**config.mk**
```make
export PLATFORM = sky130hd
export DESIGN_NAME = bpsk_demodulator
export DESIGN_NICKNAME = d
export VERILOG_FILES = /design/src/rtl/bpsk_pkg.sv /design/src/rtl/bpsk_demodulator_correlator.sv /design/src/rtl/bpsk_demodulator.sv
export SDC_FILE = /design/constraint.sdc
export NUM_CORES = 1
export LEC_CHECK = 0
export CAP_MARGIN = 20
export CORE_MARGIN = 10
export CORE_UTILIZATION = 45
export DETAILED_ROUTE_END_ITERATION = 7
export PLACE_DENSITY = 0.69
export SYNTH_ARGS = -nofsm -noshare
export SYNTH_HDL_FRONTEND = slang
export SYNTH_SLANG_ARGS = --single-unit
```
**constraint.sdc**
```tcl
create_clock -name clk -period 3.6 [get_ports clk]
set_input_delay 0.36 -clock clk [delete_from_list [all_inputs] [get_ports clk]]
set_output_delay 0.36 -clock clk [all_outputs]
set_load 0.05 [all_outputs]
```
**src/rtl/bpsk_pkg.sv**
```systemverilog
// bpsk_pkg: shared definitions for the BPSK demodulator slice.
//   - default SAMPLE_NUMBER / SAMPLE_WIDTH / DATA_WIDTH
//   - MIDSCALE constant and offset-binary to two's-complement conversion
//   - accumulator width derivation
//   - symbol-sync state encoding
package bpsk_pkg;

  localparam int unsigned DEF_SAMPLE_NUMBER = 256;
  localparam int unsigned DEF_SAMPLE_WIDTH  = 12;
  localparam int unsigned DEF_DATA_WIDTH    = 12;

  localparam int unsigned MIDSCALE = 1 << (DEF_SAMPLE_WIDTH - 1);

  typedef enum logic {
    SYNC_HUNT,
    SYNC_LOCKED
  } sync_state_t;

  function automatic int unsigned midscale(input int unsigned w);
    return 1 << (w - 1);
  endfunction

  // Subtracting midscale is the same as inverting the MSB of a w-bit
  // offset-binary code and reading the result as two's complement.
  function automatic int ob_to_signed(input int unsigned x, input int unsigned w);
    return int'(x) - int'(midscale(w));
  endfunction

  // Product of two w-bit signed values summed over sn samples cannot overflow.
  function automatic int unsigned acc_width(input int unsigned w, input int unsigned sn);
    return 2 * w + $clog2(sn);
  endfunction

endpackage

```
**src/rtl/bpsk_demodulator_correlator.sv**
```systemverilog
// bpsk_correlator: per-symbol correlation of the received stream against the
// sine reference, with a sign decision at the end of each symbol.
//   clk, rst_n   clock, asynchronous active-low reset
//   valid_in     sample accepted this cycle
//   signal_in    received sample (offset binary)
//   sine_in      reference sample (offset binary)
//   last_in      sample is the final one of its symbol
//   dec_valid    one-cycle pulse per decision
//   dec_bit      decided bit (1 when correlation >= 0)
//   dec_metric   |correlation| slice (only with BPSK_DEMOD_METRIC_EN)
module bpsk_correlator
  import bpsk_pkg::*;
#(
  parameter int unsigned SAMPLE_NUMBER = DEF_SAMPLE_NUMBER,
  parameter int unsigned SAMPLE_WIDTH  = DEF_SAMPLE_WIDTH
) (
  input  logic                    clk,
  input  logic                    rst_n,
  input  logic                    valid_in,
  input  logic [SAMPLE_WIDTH-1:0] signal_in,
  input  logic [SAMPLE_WIDTH-1:0] sine_in,
  input  logic                    last_in,
  output logic                    dec_valid,
  output logic                    dec_bit
`ifdef BPSK_DEMOD_METRIC_EN
  ,output logic [15:0]            dec_metric
`endif
);

  localparam int unsigned PW    = 2 * SAMPLE_WIDTH;
  localparam int unsigned ACC_W = acc_width(SAMPLE_WIDTH, SAMPLE_NUMBER);

  logic signed [SAMPLE_WIDTH-1:0] sig_s;
  logic signed [SAMPLE_WIDTH-1:0] ref_s;
  logic signed [PW-1:0]           prod_d;
  logic signed [PW-1:0]           prod_q;
  logic                           last_q;
  logic                           vld_q;
  logic signed [ACC_W-1:0]        acc;
  logic signed [ACC_W-1:0]        sum;

  always_comb begin
    sig_s  = SAMPLE_WIDTH'(ob_to_signed(32'(signal_in), SAMPLE_WIDTH));
    ref_s  = SAMPLE_WIDTH'(ob_to_signed(32'(sine_in), SAMPLE_WIDTH));
    prod_d = PW'(sig_s) * PW'(ref_s);
    sum    = acc + ACC_W'(prod_q);
  end

  always_ff @(posedge clk or negedge rst_n) begin
    if (!rst_n) begin
      prod_q     <= '0;
      last_q     <= 1'b0;
      vld_q      <= 1'b0;
      acc        <= '0;
      dec_valid  <= 1'b0;
      dec_bit    <= 1'b0;
`ifdef BPSK_DEMOD_METRIC_EN
      dec_metric <= '0;
`endif
    end else begin
      // Stage 1: product register; a held-off cycle still lets stage 2 drain.
      vld_q <= valid_in;
      if (valid_in) begin
        prod_q <= prod_d;
        last_q <= last_in;
      end
      // Stage 2: accumulate, decide and clear on the symbol's last product.
      dec_valid <= 1'b0;
      if (vld_q) begin
        if (last_q) begin
          acc       <= '0;
          dec_valid <= 1'b1;
          dec_bit   <= ~sum[ACC_W-1];
`ifdef BPSK_DEMOD_METRIC_EN
          // Truncating after the shift keeps bits [ACC_W-2 -: 16] of |sum|.
          dec_metric <= 16'(((sum < 0) ? -sum : sum) >>> (ACC_W - 17));
`endif
        end else begin
          acc <= sum;
        end
      end
    end
  end

endmodule

```
**src/rtl/bpsk_demodulator.sv**
```systemverilog
// bpsk_demodulator: coherent BPSK demodulator. Correlates each symbol period
// against the shared sine reference, decides one bit per symbol and
// reassembles DATA_WIDTH-bit words MSB first.
//   clk, rst_n   clock, asynchronous active-low reset
//   en           sample-valid qualifier
//   signal_in    received sample, offset binary
//   sine_in      reference sine sample, offset binary
//   cnt_in       phase index of the current sample
//   bit_out      last decided bit;  bit_valid  pulse per bit
//   data_out     last full word;    data_valid pulse per word
//   metric_out   per-symbol confidence, present only when the macro
//                BPSK_DEMOD_METRIC_EN is defined
module bpsk_demodulator
  import bpsk_pkg::*;
#(
  parameter int unsigned SAMPLE_NUMBER = DEF_SAMPLE_NUMBER,
  parameter int unsigned SAMPLE_WIDTH  = DEF_SAMPLE_WIDTH,
  parameter int unsigned DATA_WIDTH    = DEF_DATA_WIDTH
) (
  input  logic                             clk,
  input  logic                             rst_n,
  input  logic                             en,
  input  logic [SAMPLE_WIDTH-1:0]          signal_in,
  input  logic [SAMPLE_WIDTH-1:0]          sine_in,
  input  logic [$clog2(SAMPLE_NUMBER)-1:0] cnt_in,
  output logic                             bit_out,
  output logic                             bit_valid,
  output logic [DATA_WIDTH-1:0]            data_out,
  output logic                             data_valid
`ifdef BPSK_DEMOD_METRIC_EN
  ,output logic [15:0]                     metric_out
`endif
);

  localparam int unsigned CW  = $clog2(SAMPLE_NUMBER);
  localparam int unsigned BCW = (DATA_WIDTH > 1) ? $clog2(DATA_WIDTH) : 1;

  sync_state_t             sync_state;
  logic                    sample_ok;
  logic                    last_sample;
  logic                    dec_valid;
  logic                    dec_bit;
  logic [BCW-1:0]          bit_cnt;
  logic [DATA_WIDTH-2:0]   shreg;
  logic [DATA_WIDTH-1:0]   word_next;
`ifdef BPSK_DEMOD_METRIC_EN
  logic [15:0]             dec_metric;
`endif

  // The sample that locks symbol sync is itself accumulated.
  always_comb begin
    sample_ok   = en && ((sync_state == SYNC_LOCKED) || (cnt_in == '0));
    last_sample = (cnt_in == CW'(SAMPLE_NUMBER - 1));
    word_next   = {shreg, dec_bit};
  end

  bpsk_correlator #(
    .SAMPLE_NUMBER (SAMPLE_NUMBER),
    .SAMPLE_WIDTH  (SAMPLE_WIDTH)
  ) u_correlator (
    .clk        (clk),
    .rst_n      (rst_n),
    .valid_in   (sample_ok),
    .signal_in  (signal_in),
    .sine_in    (sine_in),
    .last_in    (last_sample),
    .dec_valid  (dec_valid),
    .dec_bit    (dec_bit)
`ifdef BPSK_DEMOD_METRIC_EN
    ,.dec_metric (dec_metric)
`endif
  );

  always_ff @(posedge clk or negedge rst_n) begin
    if (!rst_n) begin
      sync_state <= SYNC_HUNT;
      bit_cnt    <= '0;
      shreg      <= '0;
      bit_out    <= 1'b0;
      bit_valid  <= 1'b0;
      data_out   <= '0;
      data_valid <= 1'b0;
`ifdef BPSK_DEMOD_METRIC_EN
      metric_out <= '0;
`endif
    end else begin
      if (en && (cnt_in == '0))
        sync_state <= SYNC_LOCKED;

      bit_valid  <= dec_valid;
      data_valid <= 1'b0;
      if (dec_valid) begin
        bit_out <= dec_bit;
        shreg   <= word_next[DATA_WIDTH-2:0];
`ifdef BPSK_DEMOD_METRIC_EN
        metric_out <= dec_metric;
`endif
        if (bit_cnt == BCW'(DATA_WIDTH - 1)) begin
          bit_cnt    <= '0;
          data_out   <= word_next;
          data_valid <= 1'b1;
        end else begin
          bit_cnt <= bit_cnt + BCW'(1);
        end
      end
    end
  end

endmodule

```
Yosys cells after proc, flatten, opt, wreduce, memory -nomap -nowiden
Cells that the tools add are included.
{"block": "word_totals", "ff_bits": 91, "inputBits": 35, "output_inout_bits": 15, "wordCells": 33}
{"block": "op_classes", "addsub": 4, "multipliers": 1, "n_eq_ne": 2, "muxes": 6, "bitwise_logic": 1, "n_reduce_logical": 6}
{"operator": "adder 32 x 24 -> 32 bit", "count": 1}
{"operator": "two-way mux 32 bit", "count": 1}
{"operator": "multiplier 12 x 12 -> 24 bit", "count": 1}
{"operator": "subtractor 12 bit, second input constant", "count": 2}
{"operator": "equality test 8 bit, second input constant", "count": 1}
{"operator": "zero test 8 bit", "count": 1}
{"operator": "adder 4 x 1 -> 4 bit, second input constant", "count": 1}
{"operator": "equality test 4 bit, second input constant", "count": 1}
{"operator": "two-way mux 1 bit", "count": 4}
{"operator": "two-way mux 4 bit", "count": 1}
{"operator": "AND reduction 2 bit", "count": 2}
{"operator": "logical AND 1 bit", "count": 2}
{"operator": "logical OR 1 bit", "count": 1}
{"operator": "inverter 1 bit", "count": 1}

Longest topological paths before layout
Gate-level depths: netlist (run 1).
{"block": "logic_depth", "depth_word": 3, "mapped_depth": 22, "depth_no_buf": 21}

By module
From an unflattened synthesis (run 1), not the netlist that was laid out.
{"block": "unflattened", "cells_unflattened": 1082, "area_unflattened_um2": 10380.0}
{"mod": "bpsk_correlator", "instances": 1, "cells_each": 1002, "area_per_inst_um2": 9141.3, "seq_area_each_um2": 1501.4}
{"mod": "bpsk_demodulator", "instances": 1, "cells_each": 80, "area_per_inst_um2": 1238.7, "seq_area_each_um2": 750.7}

Worst setup path before layout (run 1)
Ideal clock, no wire load.
{"block": "synth_timing", "path_kind": "input -> register", "startpoint": "in signal_in[11]", "endpoint": "reg u_correlator.prod_q[22]", "setup_time_ns": 0.133, "t_arrival_ns": 5.194, "required_time_ns": 3.467, "path_slack_ns": -1.727, "cell_stages": 18, "n_path_buf": 1, "path_cell_list": "buf_1 > nand2b_1 > inv_1 > fa_1 > fa_1 > fa_1 > fa_1 > inv_1 > fa_1 > inv_1 > ha_1 > and3_1 > and3_1 > a22o_1 > or3_1 > a31oi_1 > xor2_1 > o21ai_0"}
{"block": "synth_via", "elab_chain_len": 2}
{"item": "start, declared", "line": "bpsk_demodulator.sv:23", "rtl": "input logic [SAMPLE_WIDTH-1:0] signal_in,"}
{"item": "subtractor 12 bit", "line": "bpsk_pkg.sv:26", "rtl": "return int'(x) - int'(midscale(w));"}
{"item": "multiplier 12 x 12 -> 24 bit", "line": "bpsk_demodulator_correlator.sv:45", "rtl": "prod_d = PW'(sig_s) * PW'(ref_s);"}
{"item": "end signal, assigned", "line": "bpsk_demodulator_correlator.sv:64", "rtl": "prod_q <= prod_d;"}
{"item": "end, declared", "line": "bpsk_demodulator_correlator.sv:36", "rtl": "logic signed [PW-1:0] prod_q;"}
Every way passes these cells.
A chain may end at the register's enable or synchronous reset.

Worst setup path in the final report (run 1)
{"block": "layout_timing", "startpoint": "in sine_in[3]", "endpoint": "reg u_correlator.prod_q[22]"}
{"block": "layout_via", "elab_chain_len": 2}
{"item": "start, declared", "line": "bpsk_demodulator.sv:24", "rtl": "input logic [SAMPLE_WIDTH-1:0] sine_in,"}
{"item": "subtractor 12 bit", "line": "bpsk_pkg.sv:26"}
{"item": "multiplier 12 x 12 -> 24 bit", "line": "bpsk_demodulator_correlator.sv:45"}
Every way passes these cells.

==> results of run 1 <==
[metal layers]
| layer | wire, µm | track usage (%) | vias to the layer above |
|---|---|---|---|
| met5 | 0 | 0 | - |
| met4 | 458 | 4.24 | 0 |
| met3 | 657 | 1.82 | 34 |
| met2 | 12100 | 29.4 | 121 |
| met1 | 10600 | 20.5 | 3984 |
| li1 | - | - | 3935 |
[metrics by stage]
stage | instances | TNS [ns] | hold WS [ns] | instance area, µm²
2_1_floorplan | 1131 | -12.03 | 0.0644 | 11000
3_3_place_gp | 1528 | -27.41 | 0.450 | 12200
3_5_place_dp | 1528 | -28.37 | 0.457 | 12200
4_1_cts | 1581 | -13.46 | 0.224 | 13100
5_1_grt | 1590 | -16.52 | 0.467 | 13400
6_report | 1590 | -13.69 | 0.435 | 13400
[power breakdown]
group	internal, mW	leakage, nW	switching [mW]
sequential	1.29	1.20	0.204
combinational	5.42	5.46	4.96
clock	0.557	0.153	0.431
[kinds of logic (layout without fill, tap and decap cells)]
group,count (synthesis),after routing,share of synthesized area [%]
XOR/XNOR,50,50,4.33
adder cells (fa/ha/maj),222,222,36.7
AND/OR/NAND/NOR,301,301,13.8
AO/OA/AOI/OAI,181,181,11.7
buffers and inverters,269,443,9.99
multiplexers,18,18,1.94
flip-flops,90,90,21.6
[layout by cell type (no fill, tap or decap), types with 18 or more instances in the layout]
master / count
inv_1: 188
nand2_1: 139
fa_1: 130
buf_4: 105
dfrtp_1: 90
ha_1: 60
buf_6: 43
inv_2: 35
and2_1: 30
xnor2_1: 28
o21ai_0: 24
clkdlybuf4s50_1: 24
a21o_1: 21
nor2_1: 20
a21oi_1: 20
o21ai_1: 18
xor2_1: 18
mux2_2: 18
[flip-flops by register name, summed over array words and instances, names as in the netlist, 4 cells and up]
register             cells
u_correlator.prod_q     24
shreg                   11
u_correlator.acc        32
bit_cnt                  4
data_out                12
[critical path, stage by stage]
cell and delay, ns:
buf_6 0.09, buf_6 0.12, nand2b_4 0.08, inv_4 0.04, fa_2 0.61, buf_6 0.11
fa_1 0.43, fa_1 0.50, fa_1 0.51, inv_1 0.05, fa_1 0.49, inv_2 0.05
ha_4 0.25, and3_4 0.15, and3_4 0.14, a22o_1 0.22, or3_1 0.38, a31oi_1 0.16
xor2_1 0.16, o21ai_1 0.07
[worst paths after layout]
path                                                       end  slack [ns]  cells past startpoint
max                        u_correlator.prod_q[22]$_DFFE_PN0P_       -1.16                     20
min                           u_correlator.acc[23]$_DFFE_PN0P_        0.43                      2
max reg2reg                   u_correlator.acc[30]$_DFFE_PN0P_        0.40                     12
min reg2reg                            data_out[1]$_DFFE_PN0P_        0.47                      2
max in group asynchronous   u_correlator.prod_q[8]$_DFFE_PN0P_        2.37                      4
min in group clk                       data_out[1]$_DFFE_PN0P_        0.47                      2
[repair_timing]
action | CTS | global route
gates cloned | 4 | 0
pin swaps | 85 | 96
buffers inserted | 40 | 17
hold endpoints to repair | 0 | 18
setup endpoints to repair | 18 | 18
hold buffers | 0 | 1
resized for setup | 214 | 72
[cell type report]
type	count	area, µm²	area share, %
clock buffer	9	225	1.68
clock inverter	7	93.8	0.699
inverter	225	850	6.32
multi-input combinational	772	7720	57.5
sequential	90	2250	16.8
tap	285	357	2.65
timing repair buffer	202	1930	14.4
==> results.py, run 1 <==
metrics = {
    "outcome": {
        "status": "complete, but fails checks",
        "violations": "setup timing",
    },
    "logic_synthesis": {
        "synth_seq_cells": 90,
        "synth-edff-count": 0,
        "yosysMostFrequentCell": "inv_1",
        "async_flop_share_pct": 100,
        "synth.avg_cell_area_um2": 9.23,
        "synth_area_leader_cell": "fa_1",
        "seq_area_frac_synth_pct": 21.6,
        "syn_inst": 1131,
        "synthFlopType": "dfrtp_1",
        "synthesis.nets": 1388,
        "synth_warnings": 0,
        "synth_top_cell_area_share_pct": 26.9,
        "synth_commonest_cells": "inv_1, nand2_1, fa_1, dfrtp_1, ha_1",
        "synth_area_mm2": 0.0104,
        "synth_cell_types": 65,
        "synthTopCellsByArea": "fa_1, dfrtp_1, ha_1",
    },
    "placement": {
        "finalWeightedCongestion": 0.882,
        "dp_hpwl_um": 18200,
        "dp_slack_ns": -2.04,
        "portBuffers": 49,
    },
    "grt": {
        "grt_pass1_wl_um": 40000,
        "grt_max_degree": 81,
        "track_usage_pct": 16.4,
        "first_global_vias": 8505,
        "overflow": 0,
        "antenna_found_initial": 0,
    },
    "clocking": {
        "path_clk_slew_ns": 0.07,
        "cts-root-buf": "clkbuf_16",
        "cts_buffers": 9,
        "h-tree-depth": 3,
        "cts_tree": "done",
        "cts.sinks": 90,
        "clock_latency_ns": 0.35,
        "clockBufferDepth": 2,
    },
    "floorplan": {
        "rows": 55,
        "io_pins": 50,
        "die_h_um": 172,
        "floorplan.initialDensity_pct": 45.9,
        "die_w_um": 172,
        "dieArea_mm2": 0.0297,
        "fp.coreArea_mm2": 0.0227,
    },
    "critical_path": {
        "start_kind": "input port",
        "critPathRequiredTime_ns": 3.81,
        "path_max_fanout": 4,
        "worstReg2RegStart": "u_correlator.acc[0]$_DFFE_PN0P_",
        "cp-end-kind": "flip-flop",
        "arrival_ns": 4.97,
        "crit_start": "sine_in[3]",
        "worstSetupPathType": "input port to flip-flop",
    },
    "route": {
        "avgViaCountPerCell": 5.08,
        "drt_iter0_markers": 462,
        "ant_nets": 0,
        "routedWlPerCell_um": 14.9,
        "detail_route.first_pass.iterations": 4,
        "wl_um": 23800,
        "drcViolationCount": 0,
        "vias": 8074,
    },
    "cells_and_area": {
        "fillers": 1897,
        "area_delta_synth_final_pct": 28.7,
        "diodes": 0,
        "fin_util_pct": 59.2,
        "drive_above_1_share_pct": 28.8,
        "nets": 1557,
    },
    "timing": {
        "rsz0062_at_grt": "yes",
        "period_share_pct": 132,
        "timing.fmax_mhz": 210,
        "hold_viol_final": 0,
        "period_minus_slack_ns": 4.76,
        "finalSetupViolCount": 17,
        "worst_slack_ns": -1.16,
        "slew_viol_final": 0,
        "worst_slew_pin_slew_ns": 0.550,
        "slew-limit-headroom_pct": 63.3,
        "finClkSkew_ns": 0.00774,
    },
    "power_and_ir_drop": {
        "total_power_mw": 12.9,
        "p_leak_nw": 6.81,
        "powerDensity_mw_per_mm2": 957,
        "ir_drop_mv": 0.656,
    },
    "min_path": {
        "worstHoldPathType": "input port to asynchronous set/reset pin",
    },
    "run": {
        "maxCapViolCount": 0,
    },
}
No activity file was read; power rests on OpenSTA's default activity.
==> run 2: changes to the inputs <==
==> constraint.sdc (replaced) <==
create_clock -name clk -period 3.6 [get_ports clk]
set_input_delay 0.72 -clock clk [delete_from_list [all_inputs] [get_ports clk]]
set_output_delay 0.72 -clock clk [all_outputs]
set_load 0.05 [all_outputs]
==> results.py, run 2 (synthesized netlist as in run 1, its figures left out) <==
metrics = {
    "timing": {
        "worst_slew_pin_slew_ns": 0.748,
        "hold_viol_final": 0,
        "finalSetupViolCount": 18,
        "worst_slack_ns": -1.55,
        "finClkSkew_ns": 0.00839,
        "period_share_pct": 143,
        "timing.fmax_mhz": 194,
        "slew_viol_final": 0,
        "period_minus_slack_ns": 5.15,
        "rsz0062_at_grt": "yes",
        "slew-limit-headroom_pct": 50.1,
    },
    "critical_path": {
        "path_max_fanout": 4,
        "crit_path_frequent_cell": "fa_1",
        "cp_top_family": "adder cells",
        "arrival_ns": 5.37,
        "cp-end-kind": "flip-flop",
        "worstSetupPathType": "input port to flip-flop",
        "start_kind": "input port",
        "critPathBufInv": 6,
        "critPathRequiredTime_ns": 3.82,
        "cp_cell_sequence": "buf_4, buf_6, buf_4, and2_1, fa_1, fa_1, fa_1, fa_1, inv_1, fa_1, inv_2, ha_4, buf_4, a21o_1, a22o_1, or3_1, a21oi_2, xor2_1, o21ai_1",
        "slowest_stage": "fa_1",
        "crit_path_max_incr_delay_ns": 0.57,
    },
    "clocking": {
        "cts_tree": "done",
        "path_clk_slew_ns": 0.07,
        "cts.sinks": 90,
        "cts_buffers": 9,
        "clock_latency_ns": 0.35,
        "hold_buffers": 0,
        "cts-root-buf": "clkbuf_16",
        "h-tree-depth": 3,
        "clockBufferDepth": 2,
    },
    "floorplan": {
        "fp.coreArea_mm2": 0.0227,
        "io_pins": 50,
        "floorplan.initialDensity_pct": 45.9,
        "dieArea_mm2": 0.0297,
        "die_h_um": 172,
        "rows": 55,
        "die_w_um": 172,
    },
    "route": {
        "drcViolationCount": 0,
        "avgViaCountPerCell": 5.12,
        "ant_nets": 0,
        "vias": 8172,
        "detail_route.first_pass.iterations": 4,
        "drt_iter0_markers": 421,
        "routedWlPerCell_um": 15.2,
        "wl_um": 24200,
    },
    "grt": {
        "antenna_found_initial": 0,
        "overflow": 0,
        "first_global_vias": 8605,
        "track_usage_pct": 16.8,
        "grt_pass1_wl_um": 40700,
        "grt_max_degree": 60,
    },
    "power_and_ir_drop": {
        "ir_drop_mv": 0.638,
        "total_power_mw": 13.2,
        "powerDensity_mw_per_mm2": 980,
        "p_leak_nw": 6.84,
    },
    "placement": {
        "dp_hpwl_um": 18200,
        "finalWeightedCongestion": 0.886,
        "portBuffers": 49,
        "placed_cells": 1528,
        "dpl-instance-area_mm2": 0.0122,
    },
    "outcome": {
        "status": "complete, but fails checks",
        "violations": "setup timing",
    },
    "cells_and_area": {
        "final_common_cell": "inv_1",
        "largest_reg_flops": 32,
        "largestRegisters": "u_correlator.acc: 32 flops, u_correlator.prod_q: 24 flops, data_out: 12 flops",
        "fillers": 1900,
        "layout_common_cells": "inv_1, nand2_1, fa_1",
        "regMostFlops": "u_correlator.acc",
        "final_cells": 1596,
        "nets": 1563,
        "fin_util_pct": 59.1,
        "drive_above_1_share_pct": 28.2,
        "final_cell_area_mm2": 0.0134,
        "area_delta_synth_final_pct": 28.6,
        "diodes": 0,
    },
    "min_path": {
        "worstHoldPathType": "input port to asynchronous set/reset pin",
    },
    "run": {
        "maxCapViolCount": 0,
    },
}
run 2: cell types whose count changed in the layout (fill, tap and decap cells not counted), sizes merged:
cell,change
clkdlybuf4s15,+1
buf,+4
clkinv,+1
bufbuf,+2
dlygate4sd3,-1
bufinv,-1
run 2: worst reg2reg max path, stage by stage, from the launching register on:
cell and delay, ns:
dfrtp_1 0.38, ha_1 0.25, fa_1 0.44, a211oi_1 0.30, o21bai_1 0.15, o21ai_0 0.18
buf_4 0.16, a2bb2oi_1 0.26, a21oi_1 0.21, a221oi_2 0.31, o21ai_1 0.12, xor2_1 0.15
a22o_1 0.19
run 2: path summary, 6_finish.rpt:
path                                                 start                             endpoint  slack, ns  cells after the start
hold / removal                                       rst_n      u_correlator.acc[7]$_DFFE_PN0P_       0.43                      1
hold reg to reg                      shreg[10]$_DFFE_PN0P_             data_out[11]$_DFFE_PN0P_       0.47                      2
setup / recovery                              signal_in[9]  u_correlator.prod_q[20]$_DFFE_PN0P_      -1.55                     19
min in group clk                     shreg[10]$_DFFE_PN0P_             data_out[11]$_DFFE_PN0P_       0.47                      2
max in group asynchronous                            rst_n   u_correlator.prod_q[7]$_DFFE_PN0P_       2.47                      2
setup reg to reg           u_correlator.acc[0]$_DFFE_PN0P_     u_correlator.acc[30]$_DFFE_PN0P_       0.40                     12
run 2: report_power, final:
part           switching, mW  internal [mW]
Clock                  0.440          0.488
Sequential             0.203           1.29
Combinational           5.05           5.69
Total                   5.69           7.46
run 2: repair_timing:
item | CTS | global route
buffers inserted | 35 | 16
endpoints found under the setup margin | 19 | 18
pin swaps | 82 | 55
gates cloned | 6 | 0
gates resized for setup | 187 | 60
run 2: metal layers:
layer | wire length, µm | GRT usage (%) | up-vias | share of wire [%]
li1 | - | - | 3942 | -
met1 | 10400 | 20.6 | 4005 | 43
met2 | 12300 | 29.9 | 173 | 51
met3 | 835 | 1.94 | 52 | 3.4
met4 | 691 | 5.73 | 0 | 2.9
met5 | 0 | 0 | - | 0
run 2: through the flow:
stage / hold slack, ns / TNS, ns / setup WS [ns]
2_1_floorplan: 0.352 / -18.21 / -1.62
3_3_place_gp: 0.446 / -34.59 / -2.30
3_5_place_dp: 0.450 / -35.60 / -2.33
4_1_cts: 0.455 / -20.07 / -1.53
5_1_grt: 0.481 / -23.35 / -1.69
6_report: 0.426 / -20.76 / -1.55
run 2: cell type report:
cell class                      count  area [µm²]  share of cell area [%]
Clock inverter                      7        72.6                   0.541
Sequential cell                    90        2250                    16.8
Tap cell                          285         357                    2.66
Multi-Input combinational cell    772        7700                    57.4
Timing Repair Buffer              208        1970                    14.7
Clock buffer                        9         225                    1.68
Inverter                          225         847                    6.31
